### src/rtl/regfile_pkg.sv
// Shared definitions for the context register file: FSM states and default register indices.
// Latency: n/a (types and constants only).
// Backpressure: n/a.
package regfile_pkg;

    // Controller states: normal operation, one-cycle save acknowledge, bulk clear sweep
    typedef enum logic [1:0] {
        IDLE     = 2'd0,
        SAVE_ACK = 2'd1,
        CLEAR    = 2'd2
    } state_e;

    localparam int DEF_ZERO_REG = 31;
    localparam int DEF_FP_REG   = 29;
    localparam int DEF_SAVE_REG = 30;

endpackage

### src/rtl/regfile_rdport.sv
// One combinational read port: zero-register mask plus write/save bypass onto the stored value.
// Latency: 0 cycles, purely combinational from the address and bypass inputs.
// Backpressure: none; the port always answers.
module regfile_rdport #(
    parameter int DATA_W   = 32,
    parameter int ADDR_W   = 5,
    parameter int ZERO_REG = 31,
    parameter int BYPASS   = 1
) (
    input  logic [ADDR_W-1:0] rd_addr_i,
    input  logic [DATA_W-1:0] stored_i,
    input  logic              wr_vld_i,
    input  logic [ADDR_W-1:0] wr_addr_i,
    input  logic [DATA_W-1:0] wr_dat_i,
    input  logic              sv_vld_i,
    input  logic [ADDR_W-1:0] sv_addr_i,
    input  logic [DATA_W-1:0] sv_dat_i,
    output logic [DATA_W-1:0] rd_dat_o
);

    localparam logic [ADDR_W-1:0] ZERO_A = ADDR_W'(ZERO_REG);

    // Pick save data over normal write data over storage; the zero register always reads 0
    always_comb begin
        rd_dat_o = stored_i;
        if (BYPASS != 0 && wr_vld_i && wr_addr_i == rd_addr_i) begin
            rd_dat_o = wr_dat_i;
        end
        if (BYPASS != 0 && sv_vld_i && sv_addr_i == rd_addr_i) begin
            rd_dat_o = sv_dat_i;
        end
        if (rd_addr_i == ZERO_A) begin
            rd_dat_o = '0;
        end
    end

endmodule

### src/rtl/regfile_ctx.sv
// Multi-read-port register file with PC save handshake, sequenced bulk clear and FP/debug taps.
// Latency: reads combinational (with same-cycle bypass), writes and saves commit at the next edge.
// Backpressure: Busy high during the clear sweep, when writes, saves and clear requests are ignored.
module regfile_ctx
    import regfile_pkg::*;
#(
    parameter int DATA_W   = 32,
    parameter int ADDR_W   = 5,
    parameter int NUM_RD   = 2,
    parameter int ZERO_REG = DEF_ZERO_REG,
    parameter int FP_REG   = DEF_FP_REG,
    parameter int SAVE_REG = DEF_SAVE_REG,
    parameter int BYPASS   = 1
) (
    input  logic                     Clock,
    input  logic                     Reset_n,
    input  logic [NUM_RD*ADDR_W-1:0] RdAddr,
    output logic [NUM_RD*DATA_W-1:0] RdData,
    input  logic                     WrEn,
    input  logic [ADDR_W-1:0]        WrAddr,
    input  logic [DATA_W-1:0]        WrData,
    input  logic                     SaveReq,
    input  logic [DATA_W-1:0]        SavePC,
    output logic                     SaveAck,
    input  logic                     ClearReq,
    output logic                     Busy,
    output logic [DATA_W-1:0]        FP,
    input  logic [ADDR_W-1:0]        DbgAddr,
    output logic [DATA_W-1:0]        DbgData
);

    localparam int                DEPTH  = 2 ** ADDR_W;
    localparam logic [ADDR_W-1:0] ZERO_A = ADDR_W'(ZERO_REG);
    localparam logic [ADDR_W-1:0] FP_A   = ADDR_W'(FP_REG);
    localparam logic [ADDR_W-1:0] SAVE_A = ADDR_W'(SAVE_REG);

    logic [DATA_W-1:0] mem_q [DEPTH];
    state_e            state_q;
    logic [ADDR_W-1:0] clr_idx_q;
    logic [ADDR_W-1:0] clr_idx_d;
    logic              busy_q;
    logic              ack_q;

    logic              save_go;
    logic              wr_go;

    // A save only starts from IDLE and loses to a clear request; it overrides a write to the same slot
    assign save_go   = (state_q == IDLE) && !ClearReq && SaveReq;
    assign wr_go     = WrEn && (state_q != CLEAR) && (WrAddr != ZERO_A) &&
                       !(save_go && (WrAddr == SAVE_A));
    assign clr_idx_d = clr_idx_q + 1'b1;

    assign Busy    = busy_q;
    assign SaveAck = ack_q;
    assign DbgData = mem_q[DbgAddr];

    // Storage: clear sweep zeroes one slot per cycle, otherwise normal write and save commit together
    always_ff @(posedge Clock or negedge Reset_n) begin
        if (!Reset_n) begin
            for (int i = 0; i < DEPTH; i++) begin
                mem_q[i] <= '0;
            end
        end else if (state_q == CLEAR) begin
            mem_q[clr_idx_q] <= '0;
        end else begin
            if (wr_go) begin
                mem_q[WrAddr] <= WrData;
            end
            if (save_go) begin
                mem_q[SAVE_A] <= SavePC;
            end
        end
    end

    // Controller FSM with registered Busy and SaveAck
    always_ff @(posedge Clock or negedge Reset_n) begin
        if (!Reset_n) begin
            state_q   <= IDLE;
            clr_idx_q <= '0;
            busy_q    <= 1'b0;
            ack_q     <= 1'b0;
        end else begin
            case (state_q)
                IDLE: begin
                    if (ClearReq) begin
                        state_q   <= CLEAR;
                        clr_idx_q <= '0;
                        busy_q    <= 1'b1;
                    end else if (SaveReq) begin
                        state_q <= SAVE_ACK;
                        ack_q   <= 1'b1;
                    end
                end
                SAVE_ACK: begin
                    state_q <= IDLE;
                    ack_q   <= 1'b0;
                end
                CLEAR: begin
                    clr_idx_q <= clr_idx_d;
                    if (clr_idx_q == '1) begin
                        state_q <= IDLE;
                        busy_q  <= 1'b0;
                    end
                end
                default: begin
                    state_q <= IDLE;
                    busy_q  <= 1'b0;
                    ack_q   <= 1'b0;
                end
            endcase
        end
    end

    // Decode-side read ports
    genvar k;
    generate
        for (k = 0; k < NUM_RD; k++) begin : g_rd
            logic [ADDR_W-1:0] addr;
            assign addr = RdAddr[k*ADDR_W +: ADDR_W];
            regfile_rdport #(
                .DATA_W   (DATA_W),
                .ADDR_W   (ADDR_W),
                .ZERO_REG (ZERO_REG),
                .BYPASS   (BYPASS)
            ) u_rd (
                .rd_addr_i (addr),
                .stored_i  (mem_q[addr]),
                .wr_vld_i  (wr_go),
                .wr_addr_i (WrAddr),
                .wr_dat_i  (WrData),
                .sv_vld_i  (save_go),
                .sv_addr_i (SAVE_A),
                .sv_dat_i  (SavePC),
                .rd_dat_o  (RdData[k*DATA_W +: DATA_W])
            );
        end
    endgenerate

    // Frame-pointer tap follows the same bypass rules as a read port
    regfile_rdport #(
        .DATA_W   (DATA_W),
        .ADDR_W   (ADDR_W),
        .ZERO_REG (ZERO_REG),
        .BYPASS   (BYPASS)
    ) u_fp (
        .rd_addr_i (FP_A),
        .stored_i  (mem_q[FP_A]),
        .wr_vld_i  (wr_go),
        .wr_addr_i (WrAddr),
        .wr_dat_i  (WrData),
        .sv_vld_i  (save_go),
        .sv_addr_i (SAVE_A),
        .sv_dat_i  (SavePC),
        .rd_dat_o  (FP)
    );

endmodule

### config.mk
export PLATFORM = sky130hd
export DESIGN_NAME = regfile_ctx
export DESIGN_NICKNAME = d
export VERILOG_FILES = /design/src/rtl/regfile_pkg.sv /design/src/rtl/regfile_rdport.sv /design/src/rtl/regfile_ctx.sv
export SDC_FILE = /design/constraint.sdc
export NUM_CORES = 2
export LEC_CHECK = 0
export BUFFER_PORTS_ARGS = -buffer_cell sky130_fd_sc_hd__buf_4
export CAP_MARGIN = 20
export CORE_MARGIN = 8
export CORE_UTILIZATION = 45
export CTS_BUF_LIST = sky130_fd_sc_hd__clkbuf_4 sky130_fd_sc_hd__clkbuf_8
export DETAILED_ROUTE_END_ITERATION = 8
export GPL_TIMING_DRIVEN = 0
export PLACE_DENSITY = 0.64
export SETUP_SLACK_MARGIN = 0.4
export SLEW_MARGIN = 20
export SYNTH_ARGS = -nofsm -noshare
export SYNTH_HDL_FRONTEND = slang
export SYNTH_SLANG_ARGS = --single-unit
### constraint.sdc
create_clock -name Clock -period 5.4 [get_ports Clock]
set_input_delay 0.81 -clock Clock [delete_from_list [all_inputs] [get_ports Clock]]
set_output_delay 0.81 -clock Clock [all_outputs]
set_load 0.1 [all_outputs]
Yosys cells after proc, flatten, opt, wreduce, memory -nomap -nowiden
Cells that the tools add are included.
{"block": "classes", "addsub": 1, "order_cmp": 7, "n_eq_ne": 18, "muxes": 36, "bitwise_logic": 9, "reduce_logical": 23}
{"cell": "1024-bit 2-to-1 mux", "n": 2}
{"cell": "1024-bit AND", "n": 1}
{"cell": "1024-bit bitwise mux", "n": 1}
{"cell": "1024-bit NOT", "n": 1}
{"cell": "32-bit 2-to-1 mux", "n": 16}
{"cell": "32-bit binary-select mux with 5-bit select", "n": 3}
{"cell": "32-bit demux with 5-bit select", "n": 2}
{"cell": "6-bit >= comparator, second input constant", "n": 5}
{"cell": "5-bit NOT with 6-bit output", "n": 5}
{"cell": "5-bit == test, second input constant", "n": 5}
{"cell": "1-bit logical AND", "n": 13}
{"cell": "6-bit by 1-bit < comparator with 1-bit output, second input constant", "n": 2}
{"cell": "5-bit == test", "n": 2}
{"cell": "5-bit == test, first input constant", "n": 2}
{"cell": "5-bit case mux with 2 select lines", "n": 1}
{"cell": "2-bit inequality test, second input constant", "n": 4}
{"cell": "2-bit 2-to-1 mux", "n": 3}
{"cell": "3-bit AND reduction", "n": 2}
{"cell": "5-bit by 1-bit adder with 5-bit output, second input constant", "n": 1}
{"cell": "5-bit 2-to-1 mux", "n": 1}
{"cell": "5-bit inequality test, second input constant", "n": 1}
{"cell": "1-bit 2-to-1 mux", "n": 4}
{"cell": "2-bit case mux with 2 select lines", "n": 1}
{"cell": "2-bit AND reduction", "n": 2}
{"cell": "11 further kinds", "n": 14}
{"block": "totals", "ff_bits": 1033, "input_bits": 89}

Depth between registers and ports, before layout
{"block": "depth", "depth_word": 10, "ltp_mapped": 11}

Modules after synthesis
From an unflattened synthesis, not the netlist that was laid out.
{"block": "hier_totals", "hier_cells": 6624, "hier_area_um2": 66580.1}
{"mod": "regfile_ctx", "instances": 1, "cells_per_inst": 6033, "area_per_inst_um2": 63059.2, "seq_area_each_um2": 25849.8}
{"mod": "regfile_rdport", "instances": 3, "cells_per_inst": 197, "area_per_inst_um2": 1173.6, "seq_area_each_um2": 0.0}

Worst setup path before layout
Ideal clock, no wire load.
{"block": "synth_timing", "path_type": "input to output", "from": "in RdAddr[0]", "to": "out RdData[26]", "t_arrival_ps": 4966, "slack_ps": -376, "path_stages": 9, "n_path_buf": 4, "cell_sequence": "buf_4 buf_4 buf_4 nor2b_1 buf_2 a221oi_1 o21ai_0 and4_1 nor4_1"}
{"block": "synth_between", "elab_chain_cells": 7, "elab_cells_between_ends": 12, "cone_classes": "3 x eq/ne; 6 x mux; 1 x bitwise; 2 x reduce/logical"}
{"element": "start: declaration", "line_no": "regfile_ctx.sv:17", "source": "input logic [NUM_RD*ADDR_W-1:0] RdAddr,"}
{"element": "5-bit NOT with 6-bit output (not written as such)", "line_no": "regfile_ctx.sv:127", "source": ".stored_i (mem_q[addr]),"}
{"element": "32-bit binary-select mux with 5-bit select", "line_no": "regfile_ctx.sv:127"}
{"element": "32-bit 2-to-1 mux (not written as such) (2 in a row)", "line_no": "regfile_ctx.sv:127"}
{"element": "32-bit 2-to-1 mux", "line_no": "regfile_rdport.sv:26", "source": "if (BYPASS != 0 && wr_vld_i && wr_addr_i == rd_addr_i) begin"}
{"element": "32-bit 2-to-1 mux", "line_no": "regfile_rdport.sv:29", "source": "if (BYPASS != 0 && sv_vld_i && sv_addr_i == rd_addr_i) begin"}
{"element": "32-bit 2-to-1 mux (*)", "line_no": "regfile_rdport.sv:32", "source": "if (rd_addr_i == ZERO_A) begin"}
{"element": "end: declaration", "line_no": "regfile_ctx.sv:18", "source": "output logic [NUM_RD*DATA_W-1:0] RdData,"}
Mark *: on every way between the ends. The rest lies on a longest branch, timed or not. The select of a mux whose other input is x is not followed.

Worst setup path in the final report
{"block": "layout_timing", "from": "in RdAddr[1]", "to": "out RdData[21]"}
The elaborated chain is that of the path after synthesis.

==> impl_metrics.env <==
export IMPL_start_kind="input port"
export IMPL_seq_area_um2=25800
export IMPL_hold_viol=0
export IMPL_portBuffers=173
export IMPL_synth_edff_count=0
export IMPL_synthCells=4559
export IMPL_peakVddDrop_uv=253
export IMPL_syn_area_um2=63300
export IMPL_finalClockSkew_ns=0.0438
export IMPL_drtAntennaViolNets=0
export IMPL_synth_commonest_cells="dfrtp_1 (1,033), a22o_1 (958), mux4_2 (801)"
export IMPL_grt_pass1_vias=54175
export IMPL_layout_nets=5054
export IMPL_slew_violations=0
export IMPL_rsz0062_at_grt="true"
export IMPL_cts_tree="yes"
export IMPL_powerDensity_nw_per_um2=362
export IMPL_yosysTopAreaCell="dfrtp_1"
export IMPL_final_min_clock_period_ns=5.31
export IMPL_layout_drive_gt1_share_pct=35.5
export IMPL_whs_path_depth=3
export IMPL_drc=0
export IMPL_antenna_found_initial=46
export IMPL_hpwl_mm=305
export IMPL_grt_pass1_wl_mm=531
export IMPL_worstSetupEndpointType="output pin"
export IMPL_die_h_um=391
export IMPL_synth_ff_type="dfrtp_1"
export IMPL_slew_headroom_pct=12.0
export IMPL_reg2regPathDepth=10
export IMPL_post_route_util_pct=52.3
export IMPL_dieArea_um2=153000
export IMPL_seq_area_frac_synth_pct=40.8
export IMPL_drv_cap=0
export IMPL_clk_latency_ns=0.98
export IMPL_ys_seq_elements=1033
export IMPL_grt_overflow=0
export IMPL_num_rows=137
export IMPL_cp_required_ns=4.59
export IMPL_p_leak_nw=31.2
export IMPL_start_util_pct=45.4
export IMPL_cp_arrival_ns=4.50
export IMPL_syn2layout_area_growth_pct=15.1
export IMPL_synth_warnings=0
export IMPL_cts_buffers=185
export IMPL_status="finished clean"
export IMPL_num_io_pins=219
export IMPL_yosysUniqueCellTypes=72
export IMPL_tightest_slew_ns=1.32
export IMPL_tns_ns=0
export IMPL_cts_sinks=1033
export IMPL_setup_viol=0
export IMPL_vias_per_cell=8.34
export IMPL_post_drt_wl_per_cell_um=58.5
export IMPL_h_tree_depth=4
export IMPL_core_um2=140000
export IMPL_fin_area_um2=72900
export IMPL_critical_path_class="in -> out"
export IMPL_avgSynthCellArea_um2=13.9
export IMPL_clockRootBuffer="clkbuf_8"
export IMPL_grt_max_degree=141
export IMPL_min_period_over_period_pct=98.3
export IMPL_syn_nets=4653
export IMPL_startpoint="RdAddr[1]"
export IMPL_clkTransAtPathRegs_ns=0.06
export IMPL_drtIter0Drc=11332
export IMPL_wirelength_mm=411
export IMPL_multi_input_area_um2=35000
export IMPL_async_flop_share_pct=100
export IMPL_worst_path_max_fanout=10
export IMPL_groute_usage_overall_pct=52.5
export IMPL_hp_start="SaveReq"
export IMPL_drtPass1Iterations=7
export IMPL_fillers=12049
export IMPL_hold_slack_ns=0.113
export IMPL_max_freq_mhz=188
export IMPL_gp_congestion=1.10
export IMPL_hold_class="in -> reg"
export IMPL_dr_total_vias=58564
export IMPL_yosysMostFrequentCell="dfrtp_1"
export IMPL_synth_top_area_share_pct=40.8
export IMPL_synthTopCellsByArea="dfrtp_1 (41%), mux4_2 (28%), a22o_1 (13%), mux2i_1 (3.4%), clkbuf_1 (2.1%)"
export IMPL_reg2reg_from="state_q[1]"
export IMPL_die_x_um=391
export IMPL_clockBufferDepth=3
export IMPL_p_total_mw=26.4
export IMPL_dpl_instance_area_um2=67900
==> registers in the layout, indices dropped and copies added, names as in the netlist <==
name and flops:
clr_idx_q 5, SaveAck 1, mem_q 1024, Busy 1, state_q 2
==> repair_timing <==
action | 4_1_cts | 5_1_grt
pin swaps | 3 | 4
gates resized for setup | 160 | 54
setup endpoints to repair | 111 | 42
buffers inserted | 3 | 3
hold buffers | 1 | 0
hold endpoints to repair | 76 | 0
==> through the flow <==
stage / std cells / setup WS (ns)
floorplan: 4559 / 0.400
global placement: 6608 / -9.44
detailed placement: 6642 / -0.895
CTS: 6977 / 0.255
global route: 6985 / 0.366
finish: 7019 / 0.0911
==> cell families after synthesis <==
kind of cell,after synthesis,synth area share (%)
buffers and inverters,636,4.58
DFF,1033,40.8
AOI/OAI and AO/OA,1391,17.9
adders and majority gates,5,0.0988
xor gates and xnor gates,10,0.138
and+or+nand+nor,389,3.20
muxes,1095,33.3
==> placed cells by master (no fill, tap or decap), types with 26 or more instances in the layout <==
| cell type | Yosys | layout |
|---|---|---|
| o21ai_0 | 60 | 41 |
| clkbuf_4 | 0 | 66 |
| a21oi_1 | 87 | 78 |
| o22ai_1 | 44 | 40 |
| buf_2 | 157 | 111 |
| clkbuf_8 | 0 | 237 |
| a22o_1 | 958 | 958 |
| buf_6 | 18 | 42 |
| buf_4 | 45 | 250 |
| nand3_1 | 64 | 62 |
| buf_1 | 43 | 26 |
| mux4_2 | 801 | 801 |
| nor2b_1 | 58 | 55 |
| dfrtp_1 | 1033 | 1033 |
| nand2_1 | 82 | 79 |
| diode_2 | 0 | 39 |
| mux2i_1 | 212 | 209 |
| mux2_2 | 79 | 79 |
| a22oi_1 | 81 | 81 |
| clkbuf_1 | 360 | 286 |
| o2bb2ai_1 | 32 | 32 |
| clkbuf_2 | 0 | 66 |
| nor2_1 | 70 | 65 |
==> final timing paths <==
kind                                   end  slack, ns
worst max-delay path            RdData[21]       0.09
worst min-delay path               SaveAck       0.11
worst max register to register  mem_q[684]       1.28
worst min register to register     SaveAck       0.52
max in group asynchronous       mem_q[699]       2.78
min in group asynchronous       mem_q[334]       0.40
==> layer usage <==
metal  routed length (um)  up-vias  GRT usage [%]  part of all wire [%]
met4                35200       27           34.4                   8.6
met2               157000     6549           66.9                    38
li1                     -    19770              -                     -
met5                  509        -           1.25                  0.12
met3                77100     1623           35.8                    19
met1               141000    30595           63.2                    34
==> worst max-delay path: stages <==
cell,delay [ns]
buf_4,0.30
buf_4,0.45
buf_4,0.48
buf_6,0.43
nand2_1,0.46
o22ai_2,0.57
a2111oi_0,0.13
mux2i_1,0.33
a21oi_1,0.18
buf_4,0.28
==> area by class of cell <==
class,count,area share [%]
multi-input combinational,2890,48.0
sequential,1033,35.5
clock buffer,290,5.01
buffer,624,4.54
tap,1876,3.22
timing repair buffer,214,2.98
clock inverter,41,0.647
antenna,39,0.134
inverter,12,0.0618
==> power by group <==
group | leakage (nW) | switching, mW | internal (mW)
combinational | 14.6 | 5.38 | 2.71
clock | 2.20 | 3.89 | 4.65
sequential | 14.4 | 1.12 | 8.66
total | 31.2 | 10.4 | 16.0
Note: power is estimated with default switching activity, not from simulation.
